## config.mk

```make
export PLATFORM = sky130hd
export DESIGN_NAME = entry_sequencer
export DESIGN_NICKNAME = d
export VERILOG_FILES = /design/src/rtl/entry_sequencer.sv
export SDC_FILE = /design/constraint.sdc
export NUM_CORES = 1
export LEC_CHECK = 0
export CAP_MARGIN = 20
export CORE_AREA = 8 8 70 72
export DETAILED_ROUTE_END_ITERATION = 10
export DIE_AREA = 0 0 78 80
export PLACE_DENSITY = 0.91
export REMOVE_ABC_BUFFERS = 1
export SLEW_MARGIN = 10
export SYNTH_ARGS = -nofsm -noshare
export SYNTH_HDL_FRONTEND = slang
export SYNTH_SLANG_ARGS = --single-unit
```

## constraint.sdc

```tcl
create_clock -name CLOCK_50 -period 5.4 [get_ports CLOCK_50]
set_clock_uncertainty 0.15 [all_clocks]
set_input_delay 0.54 -clock CLOCK_50 [delete_from_list [all_inputs] [get_ports CLOCK_50]]
set_output_delay 0.54 -clock CLOCK_50 [all_outputs]
set_load 0.05 [all_outputs]
```

## src/rtl/entry_sequencer.sv

```systemverilog
// Debounced pushbutton digit-entry sequencer: captures sw_digit on each accepted press, up to four digits.
// Optional ENTRY_AUTOCLEAR_EN: a press while full clears the entry instead of being ignored.
module entry_sequencer #(
    parameter int unsigned DEBOUNCE_CYCLES = 500000,
    parameter int unsigned SYNC_STAGES     = 2      // legal range 2..3
) (
    input  logic        CLOCK_50,
    input  logic        reset,
    input  logic        key_n,
    input  logic [3:0]  sw_digit,
    output logic [15:0] digits,
    output logic [2:0]  digit_count,
    output logic        entry_done,
    output logic        full,
    output logic        busy
);

    localparam int unsigned CNT_W = (DEBOUNCE_CYCLES > 1) ? $clog2(DEBOUNCE_CYCLES) : 1;
    localparam logic [CNT_W-1:0] CNT_MAX    = CNT_W'(DEBOUNCE_CYCLES - 1);
    localparam logic [2:0]       MAX_DIGITS = 3'd4;

    typedef enum logic [2:0] {
        S_IDLE     = 3'd0,
        S_PRESS_DB = 3'd1,
        S_CAPTURE  = 3'd2,
        S_WAIT_REL = 3'd3,
        S_REL_DB   = 3'd4,
        S_FULL     = 3'd5
    } state_e;

    state_e                 state_q, state_d;
    logic [SYNC_STAGES-1:0] sync_q;
    logic [CNT_W-1:0]       db_cnt_q, db_cnt_d;
    logic [15:0]            digits_q, digits_d;
    logic [2:0]             count_q, count_d;
    logic                   done_q, done_d;
    logic                   kp;

    // Synchronizer resets to the released level so a held key is seen as a fresh press.
    always_ff @(posedge CLOCK_50) begin
        if (reset) begin
            sync_q <= '1;
        end else begin
            sync_q <= {sync_q[SYNC_STAGES-2:0], key_n};
        end
    end

    assign kp = ~sync_q[SYNC_STAGES-1];

    always_ff @(posedge CLOCK_50) begin
        if (reset) begin
            state_q  <= S_IDLE;
            db_cnt_q <= '0;
            digits_q <= '0;
            count_q  <= '0;
            done_q   <= 1'b0;
        end else begin
            state_q  <= state_d;
            db_cnt_q <= db_cnt_d;
            digits_q <= digits_d;
            count_q  <= count_d;
            done_q   <= done_d;
        end
    end

    always_comb begin
        state_d  = state_q;
        db_cnt_d = db_cnt_q;
        digits_d = digits_q;
        count_d  = count_q;
        done_d   = 1'b0;
        case (state_q)
            S_IDLE: begin
                if (kp) begin
                    state_d  = S_PRESS_DB;
                    db_cnt_d = '0;
                end
            end
            S_PRESS_DB: begin
                if (!kp) begin
                    state_d  = S_IDLE;
                    db_cnt_d = '0;
                end else if (db_cnt_q == CNT_MAX) begin
                    state_d = S_CAPTURE;
                end else begin
                    db_cnt_d = db_cnt_q + CNT_W'(1);
                end
            end
            S_CAPTURE: begin
`ifdef ENTRY_AUTOCLEAR_EN
                if (count_q == MAX_DIGITS) begin
                    digits_d = '0;
                    count_d  = '0;
                end else begin
                    digits_d = {digits_q[11:0], sw_digit};
                    count_d  = count_q + 3'd1;
                end
`else
                digits_d = {digits_q[11:0], sw_digit};
                if (count_q != MAX_DIGITS) begin
                    count_d = count_q + 3'd1;
                end
`endif
                done_d  = 1'b1;
                state_d = S_WAIT_REL;
            end
            S_WAIT_REL: begin
                if (!kp) begin
                    state_d  = S_REL_DB;
                    db_cnt_d = '0;
                end
            end
            S_REL_DB: begin
                if (kp) begin
                    state_d = S_WAIT_REL;
                end else if (db_cnt_q == CNT_MAX) begin
                    state_d = (count_q == MAX_DIGITS) ? S_FULL : S_IDLE;
                end else begin
                    db_cnt_d = db_cnt_q + CNT_W'(1);
                end
            end
            S_FULL: begin
`ifdef ENTRY_AUTOCLEAR_EN
                if (kp) begin
                    state_d  = S_PRESS_DB;
                    db_cnt_d = '0;
                end
`endif
            end
            default: begin
                state_d  = S_IDLE;
                db_cnt_d = '0;
            end
        endcase
    end

    assign digits      = digits_q;
    assign digit_count = count_q;
    assign entry_done  = done_q;
    assign full        = (state_q == S_FULL);
    assign busy        = (state_q != S_IDLE) && (state_q != S_FULL);

endmodule

```

# Word level (Yosys, flattened, before mapping)
# Index checks and enable logic that the tools add are counted.
# totals
ff_bits	44
latch_bits	0
ram_bits	0
romBits	0
output_inout_bits	22
word_cells	46
memories	0
# classes
addsub	2
multipliers	0
div	0
magnitude_cmp	0
eq_ne	14
n_shift	0
mux	15
n_bitwise	2
n_reduce_logical	7
# ops
cell	n
19-bit two-way mux	5
19-bit one-hot mux with 5 select lines	1
3-bit two-way mux	7
19-bit by 1-bit adder with 19-bit output, second input constant	1
19-bit equality test, second input constant	1
3-bit one-hot mux with 6 select lines	1
3-bit != test, second input constant	4
3-bit equality test, second input constant	3
3-bit by 2-bit equality test with 1-bit output, second input constant	2
2-bit != test, second input constant	3
5-bit AND reduction	1
4-bit AND reduction	1
3-bit by 1-bit adder with 3-bit output, second input constant	1
3-bit by 1-bit equality test with 1-bit output, second input constant	1
3-bit logical NOT	1
3-bit nonzero test	1
1-bit NOT	2
2-bit AND reduction	1
2-bit OR reduction	1
1-bit logical AND	1
1-bit two-way mux	1

# Depth between registers and ports, before layout
# depth
word_depth	5
depth_mapped	7

# Worst setup path before layout
# OpenSTA, ideal clock, no wires.
# synth_timing
path_type	flip-flop to flip-flop
from	register db_cnt_q[0]
to	register db_cnt_q[10]
setup_ns	0.116
t_arrival_ns	1.531
path_slack_ns	3.604
stages_incl_launch_ff	6
n_path_buf	0
cell_sequence	dfxtp_1 > ha_1 > and4_1 > nand2_1 > or4_4 > a31o_1
# synth_between
elab_chain_cells	4
# synth_rtl
item	line_no	source
start: declaration	33	logic [CNT_W-1:0] db_cnt_q, db_cnt_d;
start signal: assignment	59	db_cnt_q <= db_cnt_d;
19-bit by 1-bit adder with 19-bit output / 19-bit equality test (equally long branches)	n/a	
19-bit two-way mux *	83, 116	
19-bit two-way mux, on equally long branches	114, 80	
19-bit one-hot mux with 5 select lines *	72	case (state_q)
# Mark *: on every way between the ends. The rest lies on a longest branch, timed or not. The select of a mux whose other input is x is not followed.
# A chain may end at the register's enable or synchronous reset.

# Final worst setup path
# layout_timing
from	register state_q[2]
to	output full
# layout_between
elab_chain_cells	1
# layout_rtl
item	line_no	source
start: declaration	31	state_e state_q, state_d;
start signal: assignment	58	state_q <= state_d;
3-bit equality test	140	assign full = (state_q == S_FULL);
end: declaration	14	output logic full,
# No other way between the ends.

==> flow_results.org <==
** Critical path
- CP max stage delay :: between 0.7 and 0.8 ns
- On the critical path, the stage with the largest delay is an instance of sky130_fd_sc_hd__clkdlybuf4s50_1.
- Required time worst endpoint :: roughly 4.7 ns
- R2r endpoint :: db_cnt_q[4]$_SDFFE_PP0P_
- Setup slack of the most critical reg-to-reg path :: 3.04 ns
- Cell-by-cell listing of the critical path :: nor2b_4, and2_1, clkdlybuf4s50_1
- The critical path ends at full.
- CP max FO :: 10
- Startpoint types :: flip-flop
- Worst reg2reg path depth :: 5
- STA classifies the critical path endpoint as an output port.
- For the worst setup path, the data arrival time is 2.04 ns.
- Crit Path Category :: reg2out
- The worst register-to-register path begins at state_q[0]$_SDFFE_PP0P_.
- CP startpoint :: state_q[2]$_SDFFE_PP0P_

** STA
- Max Clk Rate :: between 300 and 400 MHz
- The final number of max-transition violations came to 0.
- Post-Route Hold Slack :: 0.277 ns
- The number of endpoints with negative hold slack in the final report was 0.
- Period minus WS final :: 2.73 ns
- Headroom to the max-slew limit came out at 44.6%.
- Post-route fraction of the period consumed by the critical path :: 50.6%
- Setup repair after global routing left no endpoint under its margin.
- PnR worst setup slack :: around 2.7 ns
- Summed over all failing endpoints, the final setup total negative slack is 0 ns.
- Setup violations remaining at the end of the flow were counted as 0.
- At the pin with the least slew margin, the transition time is 0.830 ns.

** Placed design
- After legalization and detailed placement, the total HPWL measured about 3200 um.
- Post-place setup slack :: 2.65 ns
- Routability congestion estimate :: 0.823
- Input and output buffers added on the ports amount to 28.

** Die
- X dimension of the die :: between 70 and 80 um
- The die covers 6240 um^2.
- Io pins :: 29
- The initialized floorplan defines 23 standard-cell rows.
- DIE HEIGHT :: 80 um
- The core region is between 3000 and 4000 um^2.
- For this configuration, the core starts out at a cell density of 55.1%.

** Yosys
- A synthesized cell averages roughly 8.2 um^2.
- Cell types occupying the most area after synthesis :: sky130_fd_sc_hd__dfxtp_1 (41%), sky130_fd_sc_hd__nand2_1 (8.0%), sky130_fd_sc_hd__a21oi_1 (7.1%)
- Fraction of registers with async set/reset :: 0%
- Count of flip-flops with a built-in enable after synthesis :: 0
- The Yosys step of the flow raised 0 warnings.
- Leading area contributor after synthesis :: sky130_fd_sc_hd__dfxtp_1
- Flop and latch count out of synthesis :: 44
- Synthesis produced a netlist whose cell count is 260.
- After synthesis, flip-flops and latches occupy slightly above 40% of the total area.
- In this run the cell area of the synthesized design comes to approximately 2100 um^2.
- The synthesized design devotes to its leading area cell type 41.5% of total area.
- Count of different cell masters after synthesis :: 44
- Primary flip-flop cell chosen by synthesis mapping :: sky130_fd_sc_hd__dfxtp_1

** Power
- PwrDens :: between 200 and 250 nW/um^2
- Summed over all cells, the static leakage comes to 0.807 nW.
- Across the VDD grid, the largest voltage drop is 0.000161 V.

** CTS
- The H-tree generated during clock tree synthesis spans 2 levels.
- CTS Buffer Depth :: 2
- Buffers added to address setup during post-CTS repair amount to 0.
- After clock tree synthesis, the flow added hold-fix buffers numbering 0.
- The root buffer cell chosen for the clock tree is sky130_fd_sc_hd__clkbuf_8.
- In this run, post-CTS repair resized a total of 0 instances.
- Counting the buffers created by CTS gives 5.
- Clock tree from TritonCTS :: done
- At the later pin of the worst-skew pair, clock insertion delay measures 0.30 ns.
- Post-CTS clock slew at the launch and capture registers of the worst setup and hold paths :: about 0.090 ns
- CTS saw 44 sinks.

** Final layout
- For this run, the share of the core covered by cells in the final layout is 64.8%.
- 0 antenna diodes ended up in the layout.
- Commonest non-fill, non-tap cells in the layout :: sky130_fd_sc_hd__nand2_1 (45), sky130_fd_sc_hd__dfxtp_1 (44), sky130_fd_sc_hd__a21oi_1 (30)
- Share of final-layout standard cells stronger than drive strength 1 :: 6.74%
- After the last flow step, the layout net total stands at roughly 290.
- Summing all flip-flop and latch instances after layout gives 881 um^2.
- Fill cells in the final layout number 354.
- Syn-to-layout area delta :: 17.6%
- Summing all multi-input logic gate instances after layout gives 1130 um^2.
- Leaving out fill and tap cells, the most frequent cell in the layout is sky130_fd_sc_hd__nand2_1.

** Global route
- Remaining global-route overflow :: 0
- Across every metal layer, demand over resource in global routing totals 14.9%.
- The first global-routing pass estimated 7770 um of wire.
- Entering global routing, the biggest net connects 30 pins.
- Number of global-route vias before repair :: 1787
- The initial antenna violation count was 0.

** Drt
- Per-cell via count in the routed design :: 5.76
- Total detailed-routing wirelength :: 4500 um
- Number of DRC markers in iteration 0 :: 102
- In the routed design, unresolved DRC markers number 0.
- For this run, the detailed router's first-pass iteration total came to 4.
- Total vias in the final route :: 1912
- Per-cell routed wire length :: 13.6 um
- The detail route stage leaves a number of antenna-violating nets equal to 0.

** Min path
- The tightest min-delay check is of the reg2reg type.
- The startpoint identified for the worst hold timing path is sync_q[0]$_SDFF_PP1_.

** Run status
- Result of the run :: finished clean

** Run
- Across the run, the number of max-cap violations was 0.
[critical path, delay by kind of cell (launching register included)]
family                 cells  cell delay (ns)
and+or+nand+nor            2             0.42
buffers and inverters      1             0.79
DFF                        1             0.53
[area by class of cell]
type | count | share of cell area, %
Clock inverter | 2 | 1.40
Sequential cell | 44 | 35.3
Multi-Input combinational cell | 195 | 45.3
Clock buffer | 6 | 2.91
Tap cell | 50 | 2.51
Timing Repair Buffer | 30 | 11.8
Inverter | 5 | 0.752
[registers in the layout, indices dropped and copies added, names as in the netlist]
signal       cells
digits          16
db_cnt_q        19
state_q          3
entry_done       1
digit_count      3
sync_q           2
[metal layers]
| metal | wire length, um | share of wire, % | up-vias | global-route usage (%) |
|---|---|---|---|---|
| met2 | 2130 | 47 | 52 | 25.7 |
| li1 | - | - | 959 | - |
| met1 | 2000 | 44 | 893 | 16.6 |
| met4 | 70 | 1.6 | 0 | 5.56 |
| met3 | 308 | 6.8 | 8 | 5.18 |
| met5 | 0 | 0 | - | 0 |
[cell usage after synthesis, types with 6 or more instances]
library cell	count
sky130_fd_sc_hd__nand2_1	45
sky130_fd_sc_hd__dfxtp_1	44
sky130_fd_sc_hd__a21oi_1	30
sky130_fd_sc_hd__nor2_1	17
sky130_fd_sc_hd__nand3_1	10
sky130_fd_sc_hd__xnor2_1	10
sky130_fd_sc_hd__buf_2	8
sky130_fd_sc_hd__o21ai_0	7
sky130_fd_sc_hd__nor3_1	6
[report_power, final]
group / leakage (nW) / internal (W) / total (W) / switching (W)
Combinational: 0.397 / 0.0000113 / 0.0000284 / 0.0000171
Clock: 0.0552 / 0.000137 / 0.000249 / 0.000111
Sequential: 0.355 / 0.000326 / 0.000329 / 0.00000301
[stage by stage]
stage / std cells / area (um^2) / power [W]
2_1_floorplan: 244 / 2030 / 0.000352
3_3_place_gp: 323 / 2380 / 0.000364
3_5_place_dp: 323 / 2380 / 0.000365
4_1_cts: 331 / 2490 / 0.000611
5_1_grt: 332 / 2500 / 0.000628
6_report: 332 / 2500 / 0.000606
[logic make-up after synthesis]
family                     after synthesis  share of synthesized area (%)
DFF                                     44                           41.5
xor gates and xnor gates                10                           4.12
and+or+nand+nor                        125                           31.2
buffers and inverters                   21                           5.24
adders and majority gates                3                           1.77
AOI/OAI and AO/OA                       57                           16.3
[how the worst min path moves through the flow]
stage,endpoint,slack (ns),depth (start not counted)
finish,sync_q[1]$_SDFF_PP1_,0.28,1
global route,sync_q[1]$_SDFF_PP1_,0.30,1
CTS,sync_q[1]$_SDFF_PP1_,0.28,1
detailed placement,sync_q[1]$_SDFF_PP1_,0.25,1
global placement,sync_q[1]$_SDFF_PP1_,0.24,1
floorplan,sync_q[1]$_SDFF_PP1_,0.24,1
(Power assumes the default switching activity.)
==> variant (same flow settings) <==
The parameter `DEBOUNCE_CYCLES` goes from 500000 to 250000.
--- a/src/rtl/entry_sequencer.sv
+++ b/src/rtl/entry_sequencer.sv
@@ -1,7 +1,7 @@
 // Debounced pushbutton digit-entry sequencer: captures sw_digit on each accepted press, up to four digits.
 // Optional ENTRY_AUTOCLEAR_EN: a press while full clears the entry instead of being ignored.
 module entry_sequencer #(
-    parameter int unsigned DEBOUNCE_CYCLES = 500000,
+    parameter int unsigned DEBOUNCE_CYCLES = 250000,
     parameter int unsigned SYNC_STAGES     = 2      // legal range 2..3
 ) (
     input  logic        CLOCK_50,
Check against the original RTL: same outputs for any inputs over 10 cycles, from zero or initial values and one cycle with reset high; that may be too few to reach the edited logic, so the function may still have changed.
==> variant against the original RTL <==
  * Total power is 6.4% higher
  * Cell area down 0.25%
  * Synthesized cell count is 2.3% higher
  * Area after synthesis fell by 3.2%
  * Worst setup slack got worse by 0.077 ns
  * Sequential cell count shrank 1
  * Via count rose by 2.4%
  * Fmax decreased by 2.7%
  * Routed wire length rose by 7.3%
  * Core utilization fell by 0.16 points
  * Highest routed layer unchanged
==> variant: results (changes against the original RTL) <==
stage,metric,value,unit,change
cells_and_area,Final Non-Filler Cells,342,,was 332
cells_and_area,Biggest register,db_cnt_q,,unchanged
routing,DR pass1 iterations,4,,unchanged
place,Cells after DPL,334,,was 323
synth,YS warnings,0,,unchanged
synth,mux contribution to synthesized area,0.974,%,was 0%
place,# port buffers,28,,unchanged
place,GPL Wtd Cong,0.901,,was 0.823
global_route,initial antenna violation count,0,,unchanged
synth,"Seq/Total Area, Yosys",41.9,%,was 41.5%
status,outcome,"finished, final reports clean",,unchanged
clock_network,Worst-path clk slew,0.08,ns,
synth,Synth Area in Compound Gates,15.8,%,was 16.3%
synth,Synth Instances,266,,was 260
min_path,HP Class,reg -> reg,,unchanged
place,pre-CTS worst setup slack,2.91,ns,was 2.65 ns
sta,Hold Slack,0.265,ns,was 0.277 ns
clock_network,clk_lat worst skew,0.30,ns,about the same
place,HPWL Detailed,3470,um,was 3190 um
clock_network,CTS H-Tree Depth,2,,unchanged
synth,most instantiated cells after synthesis,"nand2_1, dfxtp_1, a21oi_1, nor2_1, nor3_1",,"was nand2_1, dfxtp_1, a21oi_1, nor2_1"
worst_setup_path,CP max stage delay,0.83,ns,was 0.79 ns
global_route,vias in the first global route,1889,,"was 1,787"
synth,Synth Area in Adders,1.83,%,was 1.77%
routing,DRT Wirelength,4830,um,was 4500 um
clock_network,Root Buffer,clkbuf_8,,unchanged
worst_setup_path,"delay-heaviest family, CP",buffers and inverters,,unchanged
power_and_ir_drop,VDD IR max,177,uV,was 161 uV
sta,Least-Margin Pin Slew,1.03,ns,was 0.830 ns
routing,initial DRC count,182,,was 102
cells_and_area,layout cell share with drive strength beyond 1,5.48,%,was 6.74%
global_route,largest net degree at the start of global routing,29,,was 30
global_route,gr usage total,15.7,%,was 14.9%
clock_network,number of gates resized after cts,0,,unchanged
clock_network,post-CTS setup repair buffer count,0,,unchanged
clock_network,total CTS buffers,5,,unchanged
routing,via count,1958,,"was 1,912"
cells_and_area,diode count,0,,unchanged
sta,fin crit share,52.1,%,was 50.6%
global_route,first-pass GRT wire length,7990,um,was 7770 um
synth,Async SR Flop Fraction,0,%,unchanged
synth,most common flop cell mapped by yosys,dfxtp_1,,unchanged
power_and_ir_drop,Pleak,0.000804,uW,was 0.000807 uW
clock_network,Max Root-Sink Buffers,2,,unchanged
synth,count of different cell masters after synthesis,42,,was 44
worst_setup_path,R2R Setup Slk,3.25,ns,was 3.04 ns
cells_and_area,Final #Nets,301,,was 291
worst_setup_path,CP Max Fanout,13,,was 10
cells_and_area,max FFs per register,18,,was 19
worst_setup_path,Slowest cell on crit path,clkdlybuf4s50_1,,unchanged
place,dpl cell area,0.00236,mm^2,was 0.00238 mm^2
synth,area share of the leading cell type in the synthesized netlist,41.9,%,was 41.5%
synth,XOR/XNOR Fraction of Synth Area,3.41,%,was 4.12%
synth,largest cells by area after synthesis,"dfxtp_1, nand2_1, a21oi_1",,unchanged
-- variant: layout make-up --
class / count / area [um^2]
Fill cell: 329 / 1370
Multi-Input combinational cell: 198 / 1090
Sequential cell: 43 / 861
Timing Repair Buffer: 30 / 295
Clock buffer: 6 / 72.6
Tap cell: 50 / 62.6
Clock inverter: 2 / 60.1
Inverter: 13 / 48.8
-- variant: cells by family (layout without fill, tap and decap cells) --
group | count (synthesis) | after routing
simple gates | 128 | 128
fa+ha+maj | 3 | 3
compound gates | 57 | 57
mux | 2 | 2
flops | 43 | 43
buf+inv | 25 | 51
xor+xnor | 8 | 8
-- variant: path summary, 6_finish.rpt --
| kind | from | end | depth (start not counted) |
|---|---|---|---|
| min reg2reg | sync_q[0] | sync_q[1] | 1 |
| max | state_q[2] | full | 3 |
| max reg2reg | db_cnt_q[1] | db_cnt_q[0] | 6 |
| min | sync_q[0] | sync_q[1] | 1 |
-- variant: routing by layer --
layer | track usage (%) | up-vias | routed length [um]
met3 | 7.32 | 13 | 471
met5 | 0 | - | 0
met4 | 8.89 | 0 | 103
li1 | - | 965 | -
met1 | 15.9 | 896 | 1940
met2 | 26.2 | 84 | 2310
-- variant: where the power goes --
part | leakage (uW) | internal (uW) | switching [uW]
combinational | 0.000391 | 10.9 | 17.2
sequential | 0.000347 | 319 | 2.83
clock | 0.0000654 | 185 | 110
total | 0.000804 | 515 | 130
